### src/rtl/flute_pkg.sv
// Constants shared by the flute display pipeline (note selection and pixel scanner),
// plus the one-hot helpers used to build the picture-select vector.
package flute_pkg;

  localparam int FRAME_W     = 160;
  localparam int FRAME_H     = 120;
  localparam int NUM_NOTES   = 8;
  localparam int X_W         = 8;
  localparam int Y_W         = 7;
  localparam int NOTE_CODE_W = $clog2(NUM_NOTES);

  // One-hot of the lowest set bit; zero when no bit is set.
  function automatic logic [NUM_NOTES-1:0] lowest_set(input logic [NUM_NOTES-1:0] v);
    logic [NUM_NOTES-1:0] res;
    logic                 found;
    res   = '0;
    found = 1'b0;
    for (int i = 0; i < NUM_NOTES; i++) begin
      if (v[i] && !found) begin
        res[i] = 1'b1;
        found  = 1'b1;
      end
    end
    return res;
  endfunction

  // OR of the indices of set bits; only meaningful for one-hot or zero input.
  function automatic logic [NOTE_CODE_W-1:0] onehot_to_code(input logic [NUM_NOTES-1:0] v);
    logic [NOTE_CODE_W-1:0] code;
    code = '0;
    for (int i = 0; i < NUM_NOTES; i++) begin
      if (v[i]) code = code | NOTE_CODE_W'(i);
    end
    return code;
  endfunction

endpackage

### src/rtl/key_debounce.sv
// One flute key: two-flop synchroniser followed by a counter that accepts a new
// level only after it has been seen for DEBOUNCE_CYCLES consecutive cycles.
module key_debounce #(
  parameter int DEBOUNCE_CYCLES = 500000,
  parameter int CNT_W           = 19
) (
  input  logic clk,
  input  logic rst_n,
  input  logic key_raw,
  output logic key_stable
);

  localparam logic [CNT_W-1:0] CNT_LAST = CNT_W'(DEBOUNCE_CYCLES - 1);

  logic [1:0]       r_sync;
  logic [CNT_W-1:0] r_cnt;
  logic             r_stable;

  // NOTE: state registers use non-blocking assignments so every flop samples
  // pre-edge values; blocking here would collapse the synchroniser into one stage.
  always_ff @(posedge clk or negedge rst_n) begin
    if (!rst_n) begin
      r_sync   <= 2'b00;
      r_cnt    <= '0;
      r_stable <= 1'b0;
    end else begin
      r_sync <= {r_sync[0], key_raw};
      if (r_sync[1] == r_stable) begin
        r_cnt <= '0;
      end else if (r_cnt == CNT_LAST) begin
        r_stable <= r_sync[1];
        r_cnt    <= '0;
      end else begin
        r_cnt <= r_cnt + CNT_W'(1);
      end
    end
  end

  assign key_stable = r_stable;

endmodule

### src/rtl/note_select.sv
// Debounces the eight flute keys, picks the lowest-numbered held key and commits
// it to the picture-select vector only at the last pixel of a frame.
module note_select
  import flute_pkg::*;
#(
  parameter int DEBOUNCE_CYCLES = 500000,
  parameter int CNT_W           = 19
) (
  input  logic                   CLOCK_50,
  input  logic                   resetn,
  input  logic [NUM_NOTES-1:0]   key_raw,
  input  logic [X_W-1:0]         x,
  input  logic [Y_W-1:0]         y,
  output logic [NUM_NOTES-1:0]   sw,
  output logic [NOTE_CODE_W-1:0] note_code,
  output logic                   note_active,
  output logic                   note_changed
);

  logic [NUM_NOTES-1:0] w_stable;
  logic [NUM_NOTES-1:0] w_pending;
  logic                 w_frame_end;
  logic [NUM_NOTES-1:0] r_sw;
  logic                 r_changed;

  for (genvar g = 0; g < NUM_NOTES; g++) begin : g_key
    key_debounce #(
      .DEBOUNCE_CYCLES(DEBOUNCE_CYCLES),
      .CNT_W          (CNT_W)
    ) u_key_debounce (
      .clk       (CLOCK_50),
      .rst_n     (resetn),
      .key_raw   (key_raw[g]),
      .key_stable(w_stable[g])
    );
  end

  assign w_pending   = lowest_set(w_stable);
  // Exact compare: out-of-range scanner coordinates can never trigger a commit.
  assign w_frame_end = (x == X_W'(FRAME_W - 1)) && (y == Y_W'(FRAME_H - 1));

  always_ff @(posedge CLOCK_50 or negedge resetn) begin
    if (!resetn) begin
      r_sw      <= '0;
      r_changed <= 1'b0;
    end else if (w_frame_end) begin
      r_sw      <= w_pending;
      r_changed <= (w_pending != r_sw);
    end else begin
      r_changed <= 1'b0;
    end
  end

  assign sw           = r_sw;
  assign note_code    = onehot_to_code(r_sw);
  assign note_active  = |r_sw;
  assign note_changed = r_changed;

endmodule

### config.mk
export PLATFORM = sky130hd
export DESIGN_NAME = note_select
export DESIGN_NICKNAME = d
export VERILOG_FILES = /design/src/rtl/flute_pkg.sv /design/src/rtl/key_debounce.sv /design/src/rtl/note_select.sv
export SDC_FILE = /design/constraint.sdc
export NUM_CORES = 1
export LEC_CHECK = 0
export CAP_MARGIN = 30
export CORE_ASPECT_RATIO = 1.25
export CORE_MARGIN = 2
export CORE_UTILIZATION = 55
export DETAILED_ROUTE_END_ITERATION = 10
export PLACE_DENSITY = 0.78
export SLEW_MARGIN = 5
export SYNTH_ARGS = -nofsm -noshare
export SYNTH_HDL_FRONTEND = slang
export SYNTH_HIERARCHICAL = 1
export SYNTH_SLANG_ARGS = --single-unit
### constraint.sdc
create_clock -name CLOCK_50 -period 1.9 [get_ports CLOCK_50]
set_input_delay 0.19 -clock CLOCK_50 [delete_from_list [all_inputs] [get_ports CLOCK_50]]
set_output_delay 0.19 -clock CLOCK_50 [all_outputs]
set_load 0.03 [all_outputs]
==> reports/results.tsv <==
stage	metric	value	unit
critical_path	delay-heaviest family, CP	simple AND/OR/NAND/NOR gates	
global_routing	first-pass GRT wire length	32.2	mm
global_routing	GRT Util Overall	22.2	%
power	switching portion of total power	21.6	%
synthesis	Syn Inst Count	909	
synthesis	Ys Warns	6	
critical_path	Worst Path Buf+Inv	0	
cts	CTS tree	yes	
critical_path	slowest stage delay, CP	0.44	ns
critical_path	Setup crit end kind	register	
synthesis	syn nets	942	
layout	most frequent cells in the layout	dfrtp_1 (185), nor2_1 (156), xnor2_1 (100)	
sta	worst-margin pin slew	0.466	ns
critical_path	critical path class	register to register	
cts	CTS clk-pin slew, worst paths	0.07	ns
placed_design	Placer Congestion	0.883	
global_routing	vias in the first global route	7002	
drt	met3 WL	764	um
layout	most common cell after layout, fill and taps aside	dfrtp_1	
placed_design	hpwl dp	12.9	mm
die	Die Span Y	149	um
synthesis	Synth async-reset ratio	100	%
sta	final period utilization	99.0	%
placed_design	Area after DPL	10300	um2
global_routing	largest net degree at the start of global routing	57	
critical_path	Max stage delay cell, worst path	dfrtp_1	
die	Ports	38	
layout	Diodes inserted	0	
hold_path	worst min-delay path startpoint	key_raw[4]	
die	Die Area	17900	um2
synthesis	mapped cell area	9250	um2
outcome	status	complete, no violations	
power	clock share of power	44.9	%
global_routing	GRT overflow	0	
synthesis	FF+latch count, synth	185	
drt	DR iter-0 viols	384	
drt	wire length on met1	7.95	mm
sta	Worst Skew	0.0125	ns
synthesis	EDFF count, synth	0	
drt	Pre-antenna DRT Iters	5	
placed_design	I/O Buffers	37	
cts	Num CTS Buffers	17	
synthesis	Main synth FF type	dfrtp_1	
power	Comb power frac	4.8	%
critical_path	Worst R2R End	g_key[3].u_key_debounce/key_stable	
drt	WL/cell	15.3	um
drt	# DRC	0	
cts	H-tree Lvls	4	
die	Die W	120	um
global_routing	initial antenna violation count	0	
cts	clock buffer depth	2	
critical_path	FF-to-FF path depth	4	
hold_path	hold depth	1	
critical_path	crit-path cells	nor4_2 > nand2_2 > nor4_4 > mux2_2	
layout	final core occ	66.9	%
die	Core Area	16600	um2
sta	Period minus WS final	1.88	ns
drt	metal2 WL	10.1	mm
layout	fin area	11100	um2
power	NetSw	1.75	mW
die	Starting Density	55.5	%
layout	fraction of layout cells with a size suffix above 1	16.0	%
critical_path	crit path launch type	register	
drt	final wirelength	19.1	mm
power	Worst VDD drop	717	uV
hold_path	worst min-delay path class	input port to register	
drt	Vias	7008	
drt	via/cell ratio	5.61	
layout	Syn-to-layout area delta	20.4	%
synthesis	cell taking the most area after synthesis	dfrtp_1	
synthesis	top cells by area, synth	dfrtp_1 (50%), xnor2_1 (9.5%), nor2_1 (6.3%), nand3_1 (3.4%), nor4_1 (2.7%)	
job	max cap viols	0	
drt	DRT antenna net count	0	
critical_path	Worst EP required	2.22	ns
layout	fillers	1275	
cts	worst skew pair latency	0.43	ns
power	leak pwr	4.53	nW
power	sequential share of power	50.3	%
drt	Max Used Layer	met4	
critical_path	CP max FO	4	
cts	clock sink total	185	
sta	fin. max-slew vios	0	
sta	final hold viol count	0	
die	row cnt	53	
cts	root buf cell	clkbuf_16	
synthesis	sequential cell area fraction in the yosys report	50.1	%
sta	slew margin rel.	69.0	%
critical_path	CP Data Arrival Time	2.20	ns
layout	fin nets	1049	
critical_path	Crit. path cell count	4	
critical_path	worst r2r src	g_key[3].u_key_debounce/r_cnt[11]	
critical_path	reg-to-reg slack, setup	0.02	ns
synthesis	Yosys top cell area share	50.1	%
synthesis	Unique masters post-synth	46	
power	internal power	6.35	mW
synthesis	syn avg cell area	10.2	um2
sta	RSZ-0062 raised after global routing	yes	
power	Cell Pwr Density	727	nW/um2
power	Pwr Total	8.10	mW
hold_path	worst hold endpoint	g_key[4].u_key_debounce/r_sync[0]	
sta	max frequency	532	MHz
sta	Setup-failing EPs final	0	
-- metal layers --
layer | global-route usage, % | vias to the layer above
li1 | - | 3388
met1 | 27.2 | 3453
met2 | 38.8 | 142
met3 | 4.97 | 25
met4 | 7.47 | 0
met5 | 0 | -
-- metrics by stage --
stage               setup TNS [ns]  cells  hold WS [ns]  worst slack [ns]
CTS                              0   1245         0.177            0.0137
global placement                 0   1212         0.196            0.0518
finish                           0   1249         0.187            0.0189
global route                -0.191   1249         0.179           -0.0374
detailed placement               0   1212         0.196           0.00188
floorplan                        0    909        -0.106            0.0313
-- Yosys cell counts (2+ instances only) --
| cell | number |
|---|---|
| dfrtp_1 | 185 |
| nor2_1 | 156 |
| xnor2_1 | 100 |
| nand3_1 | 62 |
| nand2_1 | 48 |
| inv_1 | 43 |
| nor4_1 | 40 |
| nand4_1 | 35 |
| nor3_1 | 30 |
| a21oi_1 | 25 |
| xor2_1 | 21 |
| or3_1 | 18 |
| o21ai_0 | 17 |
| buf_2 | 9 |
| mux2_2 | 9 |
| and2_1 | 8 |
| ha_1 | 8 |
| nor2b_1 | 8 |
| nor4_2 | 8 |
| o41ai_4 | 8 |
| or4_4 | 8 |
| buf_4 | 7 |
| mux2i_1 | 7 |
| nand4_4 | 7 |
| nor4b_1 | 7 |
| o21ai_1 | 7 |
| nand4b_1 | 5 |
| and3_1 | 4 |
| and4_1 | 2 |
-- sequential cells by signal, summed over array words and instances (netlist names) --
name and cells:
g_key.u_key_debounce/key_stable 8, note_changed 1, g_key.u_key_debounce/r_cnt 152, g_key.u_key_debounce/r_sync 16
sw 8
-- worst max-delay path by stage --
stage,slack [ns],from,to
global placement,0.05,g_key[5].u_key_debounce/r_cnt[9],g_key[5].u_key_debounce/key_stable
global route,-0.04,g_key[3].u_key_debounce/r_cnt[11],g_key[3].u_key_debounce/key_stable
finish,0.02,g_key[3].u_key_debounce/r_cnt[11],g_key[3].u_key_debounce/key_stable
detailed placement,0.002,g_key[4].u_key_debounce/r_cnt[10],g_key[4].u_key_debounce/key_stable
CTS,0.01,g_key[1].u_key_debounce/r_cnt[7],g_key[1].u_key_debounce/key_stable
floorplan,0.03,g_key[0].u_key_debounce/r_cnt[0],g_key[0].u_key_debounce/r_cnt[16]
-- cells by family (layout without fill, tap and decap cells) --
group	after synthesis	after routing	share of synthesized area (%)
adders and majority gates	8	8	1.08
and+or+nand+nor	453	453	26.8
muxes	17	17	2.02
AOI/OAI and AO/OA	63	63	5.56
DFF	185	185	50.1
xor gates and xnor gates	121	121	11.5
buffers and inverters	62	182	3.03
-- area by class of cell --
| class | count | area, um2 | share of cell area (%) |
|---|---|---|---|
| sequential | 185 | 4630 | 41.6 |
| multi-input combinational | 662 | 4520 | 40.6 |
| timing repair buffer | 106 | 926 | 8.32 |
| clock buffer | 22 | 474 | 4.26 |
| tap | 220 | 275 | 2.47 |
| inverter | 44 | 168 | 1.51 |
| clock inverter | 10 | 141 | 1.27 |
-- worst reg2reg max path: stages (launching register included) --
cell,delay (ns)
dfrtp_1,0.44
nor4_2,0.40
nand2_2,0.16
nor4_4,0.38
mux2_2,0.38
-- what timing repair did --
item | CTS | global route
pin swaps | 0 | 2
hold buffers | 1 | 0
resized for setup | 10 | 28
setup endpoints to repair | 8 | 49
endpoints found under the hold margin | 52 | 0
buffers inserted | 0 | 4
-- power by group through the flow --
stage	combinational [mW]	sequential [mW]	clock, mW
after detailed placement	0.368	4.13	0
after global routing	0.444	4.07	3.89
after global placement	0.357	4.13	0
after CTS	0.375	4.06	3.72
after floorplan	0.170	4.11	0
final	0.390	4.07	3.64
No activity file was read; power rests on OpenSTA's default activity.
